[src/rtl/syscall_seq_pkg.sv]
// Shared types and constants for the syscall run-control sequencer.
package syscall_seq_pkg;

  typedef enum logic [1:0] {
    ST_RUN   = 2'd0,
    ST_PAUSE = 2'd1,
    ST_STEP  = 2'd2,
    ST_HALT  = 2'd3
  } seq_state_e;

  localparam logic [31:0] PRINT_CODE_DEF = 32'h0000_0022;
  localparam logic [31:0] EXIT_CODE_DEF  = 32'h0000_000A;

  // Register-file indices steered onto R1/R2 while a syscall is decoded
  localparam logic [4:0] REG_V0 = 5'd2;
  localparam logic [4:0] REG_A0 = 5'd4;

endpackage

[src/rtl/syscall_sequencer_if.sv]
// Core-side bundle of the syscall sequencer: decoder/regfile inputs, PC/display outputs.
interface syscall_sequencer_if;
  logic        syscall;
  logic [31:0] v0_val;
  logic [31:0] a0_val;
  logic        go;
  logic        pc_en;
  logic        halted;
  logic        paused;
  logic [31:0] disp_val;
  logic        disp_upd;
  logic [31:0] instr_count;
  logic [15:0] sys_count;

  modport slave (
    input  syscall, v0_val, a0_val, go,
    output pc_en, halted, paused, disp_val, disp_upd, instr_count, sys_count
  );

  modport master (
    output syscall, v0_val, a0_val, go,
    input  pc_en, halted, paused, disp_val, disp_upd, instr_count, sys_count
  );
endinterface

[src/rtl/syscall_sequencer_go_conditioner.sv]
// Go button conditioning: synchronizer, optional debouncer, rising-edge detect.
// Debouncer present only when SYSCALL_SEQ_DEBOUNCE_EN is defined.
module go_conditioner #(
  parameter int SYNC_STAGES = 2
`ifdef SYSCALL_SEQ_DEBOUNCE_EN
  , parameter logic [19:0] DEBOUNCE_CYCLES = 20'd1000000
`endif
) (
  input  logic clk,
  input  logic rst,
  input  logic go_i,
  output logic go_edge_o
);

  logic [SYNC_STAGES-1:0] sync_q;
  logic                   level;
  logic                   level_d_q;

  always_ff @(posedge clk or posedge rst) begin
    if (rst) sync_q <= '0;
    else     sync_q <= {sync_q[SYNC_STAGES-2:0], go_i};
  end

`ifdef SYSCALL_SEQ_DEBOUNCE_EN
  logic        acc_q;
  logic [19:0] cnt_q;

  // Any cycle agreeing with the accepted level restarts the stability window
  always_ff @(posedge clk or posedge rst) begin
    if (rst) begin
      acc_q <= 1'b0;
      cnt_q <= '0;
    end else if (sync_q[SYNC_STAGES-1] != acc_q) begin
      if (cnt_q == DEBOUNCE_CYCLES - 20'd1) begin
        acc_q <= ~acc_q;
        cnt_q <= '0;
      end else begin
        cnt_q <= cnt_q + 20'd1;
      end
    end else begin
      cnt_q <= '0;
    end
  end

  assign level = acc_q;
`else
  assign level = sync_q[SYNC_STAGES-1];
`endif

  always_ff @(posedge clk or posedge rst) begin
    if (rst) level_d_q <= 1'b0;
    else     level_d_q <= level;
  end

  assign go_edge_o = level & ~level_d_q;

endmodule

[src/rtl/syscall_sequencer.sv]
// Run-control FSM for the single-cycle MIPS core: gates PC advance around SYSCALL.
// Optional Go debouncing via SYSCALL_SEQ_DEBOUNCE_EN.
module syscall_sequencer
  import syscall_seq_pkg::*;
#(
  parameter logic [31:0] PRINT_CODE  = PRINT_CODE_DEF,
  parameter logic [31:0] EXIT_CODE   = EXIT_CODE_DEF,
  parameter int          SYNC_STAGES = 2
`ifdef SYSCALL_SEQ_DEBOUNCE_EN
  , parameter logic [19:0] DEBOUNCE_CYCLES = 20'd1000000
`endif
) (
  input  logic               clk,
  input  logic               rst,
  syscall_sequencer_if.slave bus
);

  localparam logic [1:0] RUN   = ST_RUN;
  localparam logic [1:0] PAUSE = ST_PAUSE;
  localparam logic [1:0] STEP  = ST_STEP;
  localparam logic [1:0] HALT  = ST_HALT;

  logic [1:0]  state_q, state_d;
  logic        pc_en, accept, print;
  logic        go_edge;
  logic [31:0] disp_val_q, instr_q;
  logic        disp_upd_q;
  logic [15:0] sys_q;

  go_conditioner #(
    .SYNC_STAGES     (SYNC_STAGES)
`ifdef SYSCALL_SEQ_DEBOUNCE_EN
    , .DEBOUNCE_CYCLES (DEBOUNCE_CYCLES)
`endif
  ) u_go (
    .clk       (clk),
    .rst       (rst),
    .go_i      (bus.go),
    .go_edge_o (go_edge)
  );

  // pc_en is Mealy: the syscall is gated in the same cycle it is decoded
  always_comb begin
    state_d = state_q;
    pc_en   = 1'b0;
    accept  = 1'b0;
    print   = 1'b0;
    case (state_q)
      RUN: begin
        if (!bus.syscall) begin
          pc_en = 1'b1;
        end else begin
          accept = 1'b1;
          if (bus.v0_val == PRINT_CODE) begin
            pc_en = 1'b1;
            print = 1'b1;
          end else if (bus.v0_val == EXIT_CODE) begin
            state_d = HALT;
          end else begin
            state_d = PAUSE;
          end
        end
      end
      PAUSE: if (go_edge) state_d = STEP;
      STEP: begin
        pc_en   = 1'b1;
        state_d = RUN;
      end
      HALT:    state_d = HALT;
      default: state_d = RUN;
    endcase
  end

  always_ff @(posedge clk or posedge rst) begin
    if (rst) begin
      state_q    <= RUN;
      disp_val_q <= '0;
      disp_upd_q <= 1'b0;
      instr_q    <= '0;
      sys_q      <= '0;
    end else begin
      state_q    <= state_d;
      disp_upd_q <= print;
      instr_q    <= instr_q + {31'd0, pc_en};
      sys_q      <= sys_q + {15'd0, accept};
      if (print) disp_val_q <= bus.a0_val;
    end
  end

  assign bus.pc_en       = pc_en;
  assign bus.halted      = (state_q == HALT);
  assign bus.paused      = (state_q == PAUSE);
  assign bus.disp_val    = disp_val_q;
  assign bus.disp_upd    = disp_upd_q;
  assign bus.instr_count = instr_q;
  assign bus.sys_count   = sys_q;

endmodule
[src/flat_wrapper.sv]
// flat-port wrapper written by rule: the top's interface ports become plain ports
module syscall_sequencer_flat import syscall_seq_pkg::*;
#(
  parameter logic [31:0] PRINT_CODE  = PRINT_CODE_DEF,
  parameter logic [31:0] EXIT_CODE   = EXIT_CODE_DEF,
  parameter int          SYNC_STAGES = 2

)
  (clk, rst, bus_syscall, bus_v0_val, bus_a0_val, bus_go, bus_pc_en, bus_halted, bus_paused, bus_disp_val, bus_disp_upd, bus_instr_count, bus_sys_count);
  syscall_sequencer_if bus_i ();
  input  logic clk;
  input  logic rst;
  input wire logic [$bits(bus_i.syscall)-1:0] bus_syscall;
  input wire logic [$bits(bus_i.v0_val)-1:0] bus_v0_val;
  input wire logic [$bits(bus_i.a0_val)-1:0] bus_a0_val;
  input wire logic [$bits(bus_i.go)-1:0] bus_go;
  output wire logic [$bits(bus_i.pc_en)-1:0] bus_pc_en;
  output wire logic [$bits(bus_i.halted)-1:0] bus_halted;
  output wire logic [$bits(bus_i.paused)-1:0] bus_paused;
  output wire logic [$bits(bus_i.disp_val)-1:0] bus_disp_val;
  output wire logic [$bits(bus_i.disp_upd)-1:0] bus_disp_upd;
  output wire logic [$bits(bus_i.instr_count)-1:0] bus_instr_count;
  output wire logic [$bits(bus_i.sys_count)-1:0] bus_sys_count;
  assign bus_i.syscall = bus_syscall;
  assign bus_i.v0_val = bus_v0_val;
  assign bus_i.a0_val = bus_a0_val;
  assign bus_i.go = bus_go;
  assign bus_pc_en = bus_i.pc_en;
  assign bus_halted = bus_i.halted;
  assign bus_paused = bus_i.paused;
  assign bus_disp_val = bus_i.disp_val;
  assign bus_disp_upd = bus_i.disp_upd;
  assign bus_instr_count = bus_i.instr_count;
  assign bus_sys_count = bus_i.sys_count;
  syscall_sequencer #(.PRINT_CODE(PRINT_CODE), .EXIT_CODE(EXIT_CODE), .SYNC_STAGES(SYNC_STAGES)) u_core (.clk(clk), .rst(rst), .bus(bus_i));
endmodule
[config.mk]
export PLATFORM = sky130hd
export DESIGN_NAME = syscall_sequencer_flat
export DESIGN_NICKNAME = d
export VERILOG_FILES = /design/src/rtl/syscall_seq_pkg.sv /design/src/rtl/syscall_sequencer_if.sv /design/src/rtl/syscall_sequencer_go_conditioner.sv /design/src/rtl/syscall_sequencer.sv /design/src/flat_wrapper.sv
export SDC_FILE = /design/constraint.sdc
export NUM_CORES = 1
export LEC_CHECK = 0
export CORE_AREA = 2 2 72 125
export CTS_CLUSTER_DIAMETER = 100
export DETAILED_ROUTE_END_ITERATION = 8
export DIE_AREA = 0 0 74 127
export PLACE_DENSITY = 0.86
export REMOVE_ABC_BUFFERS = 1
export SETUP_SLACK_MARGIN = 0.05
export SYNTH_ARGS = -nofsm -noshare
export SYNTH_HDL_FRONTEND = slang
export SYNTH_SLANG_ARGS = --single-unit
[constraint.sdc]
create_clock -name clk -period 8.3 [get_ports clk]
set_clock_uncertainty 0.15 [all_clocks]
set_input_delay 0.83 -clock clk [delete_from_list [all_inputs] [get_ports clk]]
set_output_delay 0.83 -clock clk [all_outputs]
set_load 0.01 [all_outputs]
==> impl_metrics.prom <==
# TYPE chip_impl_metric gauge
chip_impl_metric{name="io_buffer_count",unit=""} 151
chip_impl_metric{name="die_height",unit="microns"} 127
chip_impl_metric{name="worst_slew_pin_slew",unit="ps"} 1100
chip_impl_metric{name="design.core.area",unit="sq um"} 8310
chip_impl_metric{name="final.min_clock_period",unit="ps"} 3860
chip_impl_info{name="timing.rr.start",value="u_core.state_q[0]"} 1
chip_impl_metric{name="ys_ff_latch",unit=""} 86
chip_impl_metric{name="n_antenna_cell",unit=""} 0
chip_impl_metric{name="muxShareOfSynthArea",unit="%"} 13.0
chip_impl_metric{name="vias_per_cell",unit=""} 4.97
chip_impl_metric{name="insertion_delay",unit="ps"} 340
chip_impl_metric{name="drc",unit=""} 0
chip_impl_metric{name="pin_count_of_the_biggest_net_entering_global_routing",unit=""} 87
chip_impl_info{name="combinational_family_with_the_most_area_after_synthesis",value="simple AND/OR/NAND/NOR gates"} 1
chip_impl_metric{name="cts.repair_timing.setup_buffer_count",unit=""} 0
chip_impl_info{name="hold_crit_endpoint",value="u_core.u_go.sync_q[1]"} 1
chip_impl_metric{name="drv.max_cap_violation_count",unit=""} 0
chip_impl_metric{name="synth_adder_area_share",unit="%"} 2.63
chip_impl_info{name="regToRegEndpoint",value="u_core.bus.instr_count[30]"} 1
chip_impl_info{name="synth_top_flop_cell",value="dfrtp_1"} 1
chip_impl_metric{name="clkSlewWorstSetupHoldPaths",unit="ps"} 60
chip_impl_metric{name="ctsResizeCount",unit=""} 0
chip_impl_metric{name="layout-drive-gt1-share",unit="%"} 12.7
chip_impl_metric{name="clock_path_buffers",unit=""} 2
chip_impl_metric{name="chipWidth",unit="microns"} 74
chip_impl_metric{name="cts-htree-levels",unit=""} 3
chip_impl_metric{name="routedWlPerCell",unit="microns"} 16.1
chip_impl_metric{name="floorplan.initialDensity",unit="%"} 45.8
chip_impl_metric{name="post_synthesis_simple_gate_area_fraction",unit="%"} 14.4
chip_impl_metric{name="slew-limit-headroom",unit="%"} 26.6
chip_impl_metric{name="yosys_warnings",unit=""} 0
chip_impl_metric{name="rrSetupSlack",unit="ps"} 5570
chip_impl_metric{name="dp_cells",unit=""} 548
chip_impl_info{name="run_status",value="complete, no violations"} 1
chip_impl_metric{name="grt_pass1_wl",unit="mm"} 15.0
chip_impl_info{name="rsz0062_at_grt",value="false"} 1
chip_impl_info{name="crit_type",value="in2out"} 1
chip_impl_metric{name="leakage",unit="nW"} 2.50
chip_impl_info{name="worstHoldStart",value="u_core.u_go.sync_q[0]"} 1
chip_impl_metric{name="timing.reg2reg.worst_path_depth",unit=""} 11
chip_impl_metric{name="synthXorXnorAreaFrac",unit="%"} 10.1
chip_impl_metric{name="final.setup.tns",unit="ps"} 0
chip_impl_metric{name="antenna_violations_before_repair",unit=""} 0
chip_impl_metric{name="globalRoute.totalOverflow",unit=""} 0
chip_impl_info{name="critical_path.endpoint_type",value="primary output"} 1
chip_impl_metric{name="synth_compound_gate_area_share",unit="%"} 0.756
chip_impl_info{name="hold_path.class",value="reg2reg"} 1
chip_impl_metric{name="track_usage",unit="%"} 21.2
chip_impl_metric{name="fin_cells",unit=""} 564
chip_impl_metric{name="power_per_cell_area",unit="nW/um^2"} 147
chip_impl_metric{name="synth.yosys.seq_area_share",unit="%"} 56.6
chip_impl_metric{name="routed_wire_length",unit="mm"} 9.10
chip_impl_info{name="post_synth_main_area_contributors",value="dfrtp_1 57%, mux2_4 12%, xnor2_1 6.7%, xor2_1 3.5%, ha_1 2.6%"} 1
chip_impl_metric{name="crit_arrival",unit="ps"} 2880
chip_impl_metric{name="io_pins",unit=""} 152
chip_impl_metric{name="antenna_violating_nets_left",unit=""} 0
chip_impl_metric{name="first_global_vias",unit=""} 3074
chip_impl_info{name="cts-root-buf",value="clkbuf_16"} 1
chip_impl_metric{name="total_die_area",unit="sq um"} 9400
chip_impl_metric{name="hpwl_after_detailed_placement",unit="mm"} 6.79
chip_impl_metric{name="hold_depth",unit=""} 0
chip_impl_metric{name="hold_viol",unit=""} 0
chip_impl_info{name="worstSetupStartpointType",value="input pin"} 1
chip_impl_metric{name="finalWeightedCongestion",unit=""} 0.797
chip_impl_metric{name="ir_drop",unit="uV"} 105
chip_impl_metric{name="timing.critical_path.fanout_max",unit=""} 3
chip_impl_metric{name="area_growth_syn_to_layout",unit="%"} 49.0
chip_impl_metric{name="detail_route.first_pass.iterations",unit=""} 4
chip_impl_metric{name="post_synth.cell_area_avg",unit="sq um"} 13.4
chip_impl_metric{name="via_total_after_detailed_routing",unit=""} 2805
chip_impl_metric{name="instance_count_of_the_mapped_netlist",unit=""} 285
chip_impl_metric{name="cts.sink_count",unit=""} 86
chip_impl_metric{name="drtIter0Drc",unit=""} 140
chip_impl_metric{name="synth.top_cell.area_share",unit="%"} 56.6
chip_impl_metric{name="mappedNetlistArea",unit="sq um"} 3800
chip_impl_metric{name="timing.final.setup_violations",unit=""} 0
chip_impl_info{name="cts_tree",value="done"} 1
chip_impl_metric{name="number_of_flops_mapped_to_enable_cells_by_yosys",unit=""} 0
chip_impl_metric{name="cts_hold_buf",unit=""} 0
chip_impl_metric{name="slew_viol_final",unit=""} 0
chip_impl_metric{name="core.rowCount",unit=""} 44
chip_impl_metric{name="nets",unit=""} 520
chip_impl_metric{name="critical_path_required",unit="ps"} 7320
chip_impl_metric{name="synth.lib_cells_used.distinct",unit=""} 30
chip_impl_info{name="synth_largest_area_cell",value="dfrtp_1"} 1
chip_impl_metric{name="number_of_clock_buffers_inserted_by_tritoncts",unit=""} 9
chip_impl_metric{name="async_sr_flop_fraction",unit="%"} 100
chip_impl_metric{name="max_freq",unit="MHz"} 259
chip_impl_metric{name="finalCritPeriodShare",unit="%"} 46.5
-- worst max-delay path by stage --
stage	from	to	slack (ps)
floorplan	bus_v0_val[18]	u_core.bus.disp_val[13]	4840
CTS	bus_v0_val[25]	bus_pc_en	4420
detailed placement	bus_v0_val[25]	u_core.bus.instr_count[30]	4170
finish	bus_v0_val[25]	bus_pc_en	4440
global placement	bus_v0_val[18]	u_core.bus.instr_count[30]	4350
global route	bus_v0_val[25]	u_core.bus.instr_count[30]	4290
-- per-layer routing --
layer	track usage, %	wire, microns
met1	21.7	3070
met2	37.9	5110
met3	4.26	462
met4	13.0	457
met5	0	0
-- layout by cell type (no fill, tap or decap), types with 9 or more instances in the layout --
cell               n
clkdlybuf4s50_1  151
dfrtp_1           86
mux2_4            30
xnor2_1           29
nand2_1           22
nand3_1           17
xor2_1            15
nor2_1            14
clkbuf_16          9
-- sequential cells by signal, indices dropped and copies added (netlist names) --
register and flops:
u_core.u_go.level_d_q 1, u_core.u_go.sync_q 2, u_core.bus.disp_upd 1, u_core.bus.disp_val 32, u_core.bus.instr_count 32, u_core.bus.sys_count 16, u_core.state_q 2
-- power by group --
part | internal [mW] | total (mW) | leakage [nW] | switching [mW]
clock | 0.209 | 0.366 | 0.132 | 0.157
sequential | 0.420 | 0.421 | 1.18 | 0.000402
combinational | 0.0297 | 0.0444 | 1.18 | 0.0147
total | 0.659 | 0.831 | 2.50 | 0.172
-- metrics by stage --
stage                     power (mW)  util [%]  worst slack [ps]  instance area [sq um]  hold slack, ps
after floorplan                0.437         -              4840                   3730             181
after global placement         0.472      64.9              4350                   5400             187
after detailed placement       0.473      64.9              4170                   5400             200
after CTS                      0.842      68.2              4420                   5670             214
after global routing           0.864      68.2              4290                   5670             222
final                          0.831      68.2              4440                   5670             212
-- layout make-up --
class	instances	area (sq um)
multi-input combinational	188	1560
inverter	7	27.5
fill	602	2650
sequential	86	2150
timing repair buffer	152	1520
clock buffer	12	246
tap	115	144
clock inverter	4	22.5
-- critical path, cell delays in order --
cell and delay (ps):
clkdlybuf4s50_1 420, nor4_2 300, nand4_1 190, nor4_2 340, o21ai_0 120, nand2b_1 100
clkdlybuf4s50_1 570
-- cell usage after synthesis (2+ instances only) --
library cell	n
and4_1	3
inv_1	7
buf_12	3
and2_1	2
nor4_2	5
dfrtp_1	86
mux2i_1	2
and3_1	7
mux2_2	2
nor3_1	6
nand2_1	22
xor2_1	15
nand3_1	17
nor4_1	3
nand4_1	8
or3_1	4
o21ai_0	2
xnor2_1	29
ha_1	8
mux2_4	30
nor2_1	14
nand2b_1	2
-- logic make-up after synthesis --
logic type	Yosys count
adder cells (fa/ha/maj)	8
multiplexers	34
AND/OR/NAND/NOR	98
AO/OA/AOI/OAI	4
XOR/XNOR	44
buffers and inverters	11
flip-flops	86
No activity file was read; power rests on OpenSTA's default activity.
